**src/rtl/sr_ff_monitor.sv**
```systemverilog
// Reference-model monitor for an SR flip-flop with clear/preset: tracks the expected
// output, compares the observed Q/P one cycle after each input sample, and counts checks and errors.
module sr_ff_monitor #(
    parameter int CNT_W = 8
) (
    input  logic             CLK,
    input  logic             RST,
    input  logic             S,
    input  logic             R,
    input  logic             CLR,
    input  logic             PR,
    input  logic             Q,
    input  logic             P,
    output logic             TRACKING,
    output logic             ERR,
    output logic             ERR_STICKY,
    output logic [CNT_W-1:0] CHK_CNT,
    output logic [CNT_W-1:0] ERR_CNT,
    output logic [1:0]       state_dbg
);

    typedef enum logic [1:0] {
        UNKNOWN = 2'd0,
        TRACK   = 2'd1,
        INVALID = 2'd2
    } state_t;

    localparam logic [CNT_W-1:0] CNT_MAX = {CNT_W{1'b1}};
    localparam logic [CNT_W-1:0] CNT_ONE = {{(CNT_W-1){1'b0}}, 1'b1};

    state_t state;
    state_t state_nx;
    logic   exp_q;
    logic   exp_nx;
    logic   armed;
    logic   defined_load;
    logic   invalid_cmd;
    logic   mismatch;

    // A defined load fixes the reference value regardless of its previous content.
    assign defined_load = !CLR || PR || (S ^ R);
    assign invalid_cmd  = CLR && !PR && S && R;
    assign mismatch     = (Q != exp_q) || (P == Q);
    assign state_dbg    = state;

    always_comb begin
        exp_nx = exp_q;
        if (!CLR) begin
            exp_nx = 1'b0;
        end else if (PR) begin
            exp_nx = 1'b1;
        end else begin
            case ({S, R})
                2'b01:   exp_nx = 1'b0;
                2'b10:   exp_nx = 1'b1;
                default: exp_nx = exp_q;
            endcase
        end
    end

    always_comb begin
        state_nx = state;
        case (state)
            UNKNOWN: if (defined_load) state_nx = TRACK;
            TRACK:   if (invalid_cmd)  state_nx = INVALID;
            INVALID: if (defined_load) state_nx = TRACK;
            default: state_nx = UNKNOWN;
        endcase
    end

    // The compare armed at edge k checks the Q/P seen at edge k+1 against exp_q from edge k.
    always_ff @(posedge CLK) begin
        if (RST) begin
            state      <= UNKNOWN;
            exp_q      <= 1'b0;
            armed      <= 1'b0;
            TRACKING   <= 1'b0;
            ERR        <= 1'b0;
            ERR_STICKY <= 1'b0;
            CHK_CNT    <= '0;
            ERR_CNT    <= '0;
        end else begin
            state    <= state_nx;
            exp_q    <= exp_nx;
            armed    <= (state_nx == TRACK);
            TRACKING <= (state_nx == TRACK);
            ERR      <= armed && mismatch;
            if (armed && (CHK_CNT != CNT_MAX)) begin
                CHK_CNT <= CHK_CNT + CNT_ONE;
            end
            if (armed && mismatch) begin
                ERR_STICKY <= 1'b1;
                if (ERR_CNT != CNT_MAX) begin
                    ERR_CNT <= ERR_CNT + CNT_ONE;
                end
            end
        end
    end

endmodule

```
**config.mk**
```make
export PLATFORM = sky130hd
export DESIGN_NAME = sr_ff_monitor
export DESIGN_NICKNAME = d
export VERILOG_FILES = /design/src/rtl/sr_ff_monitor.sv
export SDC_FILE = /design/constraint.sdc
export NUM_CORES = 1
export LEC_CHECK = 0
export CORE_ASPECT_RATIO = 1.4
export CORE_MARGIN = 2
export CORE_UTILIZATION = 50
export DETAILED_ROUTE_END_ITERATION = 8
export PLACE_DENSITY = 0.89
export SLEW_MARGIN = 25
export SYNTH_ARGS = -nofsm -noshare
export SYNTH_HDL_FRONTEND = slang
export SYNTH_SLANG_ARGS = --single-unit
```
**constraint.sdc**
```tcl
create_clock -name CLK -period 3.3 [get_ports CLK]
set_input_delay 0.495 -clock CLK [delete_from_list [all_inputs] [get_ports CLK]]
set_output_delay 0.495 -clock CLK [all_outputs]
set_load 0.05 [all_outputs]
```
==> results by group <==
Run status
  – Status: finished clean

STA
  – Worst-margin pin slew: 0.747 ns
  – Upper clock frequency limit: about 0.45 GHz
  – RSZ-0062 raised after global routing: no
  – Sum Neg Setup Slack: 0 ns
  – Final Hold Viols: 0
  – Crit share post-route: 0.680
  – Fin. max-slew vios: 0
  – Max-slew headroom: 0.501
  – Final Setup Violations: 0
  – Fin crit period: between 2 and 2.5 ns
  – Clock Skews: around 0.0025 ns

Critical path
  – CP delay by family, top: buffers and inverters
  – Max stage delay on crit path: 0.88 ns
  – Critical path's slowest cell: clkdlybuf4s50_1
  – WP data arrival: around 1.8 ns
  – Crit. End Element: output pin
  – CP Cell Sequence: clkdlybuf4s50_1
  – Worst Setup Start Kind: flip-flop
  – Buf+Inv Stages, Crit Path: 1
  – Flop-to-flop setup slack: roughly 1.6 ns
  – Worst Path Max Fanout: 12
  – Critical path data required time: between 2 and 3 ns
  – CP Class: flip-flop to output pin

Power and ir drop
  – Overall Power: roughly 0.51 mW
  – Comb power frac: 0.207
  – Worst vdd ir: ~0.20 mV
  – Flop pwr share: 0.567
  – Cell-internal power: around 0.36 mW
  – Sw Ratio: 0.295
  – P_sw: between 0.15 and 0.2 mW
  – Clock network power share: 0.226
  – PD cells: about 370 mW/mm^2
  – Leak: 0.515 nW

Final layout
  – Layout area overhead: 28.5%
  – Proportion of layout cells with a drive suffix above 1: 0.0537
  – N_diodes: 0
  – Commonest non-fill, non-tap cell in the layout: clkdlybuf4s50_1
  – Fin util: 0.693
  – Filler instances: around 180
  – Most frequent cells in the layout: clkdlybuf4s50_1, dfxtp_1, nor2_1, nand4_1, nand2_1
  – Sequential cell area: between 400 and 500 um^2
  – Multi-input gate area in the final layout: about 600 um^2
  – # nets final: around 160

CTS
  – CTS tree: done
  – Clk slew on worst S/H paths: approximately 0.11 ns
  – Sink Count: 22
  – # hold bufs at CTS: 0
  – Max Root-Sink Buffers: 2
  – TritonCTS buffer count: 3
  – Clk Latency, worst-skew pair: 0.30 ns
  – H-tree levels: 1
  – Post-CTS setup buffer count: 0
  – Cts repair resizes: 0
  – CTS root buf: clkbuf_4

Floorplanning
  – Core area: about 0.002 mm^2
  – Initial Utilization: 0.539
  – IO Count: 29
  – Std cell rows: 19
  – Die height: 58.9 um
  – Die X-Extent: approximately 43 um
  – Die ar.: 0.00255 mm^2

Routing
  – Drt wl/cell: roughly 14 um
  – Via count: 1042
  – Detailed Routing Iterations Pass 1: 4
  – Final WL: roughly 2.3 mm
  – Vias per inst: approximately 6
  – # DRC: 0
  – Post-route antenna net violation count: 0
  – Detailed Route Iter0 Violations: 22

Global routing
  – Largest net degree at the start of global routing: 21
  – Global route total overflow: 0
  – GRT Util Overall: 0.206
  – Antenna violations before repair: 0
  – Vias in the first global route: slightly above 1000
  – First-pass GRT wire length: between 4 and 5 mm

Run
  – # Max-Cap Violations: 0

Placement
  – DP HPWL: ~1.7 mm
  – Final GP Congestion: 0.934
  – # port buffers: 28

Synth
  – Netlist cell types: 34
  – Seq/Total Area, Yosys: 0.409
  – Avg Synthesized Cell Area: just under 9 um^2
  – Post-synthesis register bit count: 22
  – Yosys Warn Count: 0
  – Cell count after synthesis: around 120
  – Syn_nets: around 130
  – Post-Synthesis Cell Area: 0.00108 mm^2

Min path
  – HP Class: flip-flop to flip-flop
[cell usage after synthesis]
library cell  instances  share of area
nand2_1               7          0.024
a311oi_1              1         0.0081
clkbuf_1              3          0.010
xor2_1                4          0.033
o21ai_0               2         0.0093
mux2i_1               5          0.046
nor4bb_1              1         0.0093
a31o_2                1         0.0081
nand3_1               4          0.019
dfxtp_1              22           0.41
nand4b_1              1         0.0081
buf_6                 1          0.010
nand4_1               8          0.046
o311a_1               2          0.019
nor3_2                1         0.0093
nand3b_1              1         0.0070
o211ai_1              2          0.014
inv_1                 5          0.017
o21bai_1              1         0.0070
ha_1                  4          0.046
o2111ai_1             1         0.0081
nand2b_1              3          0.017
nor2b_1               2          0.012
a21oi_1               6          0.028
o21a_1                1         0.0070
nor3_1                3          0.014
and3_4                1          0.010
and3_1                3          0.017
a211oi_1              2          0.014
nor4b_1               2          0.016
a41oi_1               1         0.0081
or3b_4                1          0.010
and4_4                1          0.010
nor2_1               19          0.066
[power by group through the flow]
stage | Clock [mW] | Sequential (mW) | Combinational (mW)
global placement | 0 | 0.296 | 0.103
detailed placement | 0 | 0.296 | 0.107
global route | 0.131 | 0.293 | 0.115
finish | 0.116 | 0.290 | 0.106
floorplan | 0 | 0.328 | 0.0392
CTS | 0.123 | 0.290 | 0.107
[final cells by class]
| class | instances | share of cell area |
|---|---|---|
| flip-flops and latches | 22 | 0.318 |
| well taps | 21 | 0.0190 |
| clock buffers | 3 | 0.0163 |
| repair buffers | 28 | 0.203 |
| multi-input cells | 91 | 0.430 |
| inverters | 5 | 0.0136 |
[registers in the layout, indices dropped and copies added (netlist names)]
signal      flops
CHK_CNT         8
ERR_CNT         8
state_dbg       2
ERR             1
ERR_STICKY      1
armed           1
exp_q           1
[cell families after synthesis]
kind of cell,count (synthesis),share of synthesized area
AO/OA/AOI/OAI,20,0.130
XOR/XNOR,4,0.0325
adder cells (fa/ha/maj),4,0.0465
buffers and inverters,9,0.0383
flip-flops,22,0.409
multiplexers,5,0.0465
AND/OR/NAND/NOR,58,0.297
[layer usage]
metal  share of wire  up-vias  GRT usage
li1                -      506          -
met1            0.40      495      0.209
met2            0.52       31      0.388
met3           0.042       10     0.0245
met4           0.036        0      0.126
met5               0        -          0
[stage by stage]
step / cell area, um^2 / setup WS [ns] / hold WS, ns / cells
finish: 1380 / 1.06 / 0.481 / 170
floorplan: 1080 / 1.41 / 0.601 / 122
CTS: 1380 / 1.06 / 0.487 / 170
detailed placement: 1360 / 1.26 / 0.460 / 167
global placement: 1360 / 1.30 / 0.459 / 167
global route: 1380 / 0.999 / 0.500 / 170
[worst paths after layout]
check,startpoint,depth (start not counted),end
setup / recovery,armed,1,TRACKING
hold / removal,ERR_STICKY,1,ERR_STICKY
setup reg to reg,CHK_CNT[0],5,CHK_CNT[1]
hold reg to reg,ERR_STICKY,1,ERR_STICKY
(Power assumes the default switching activity.)
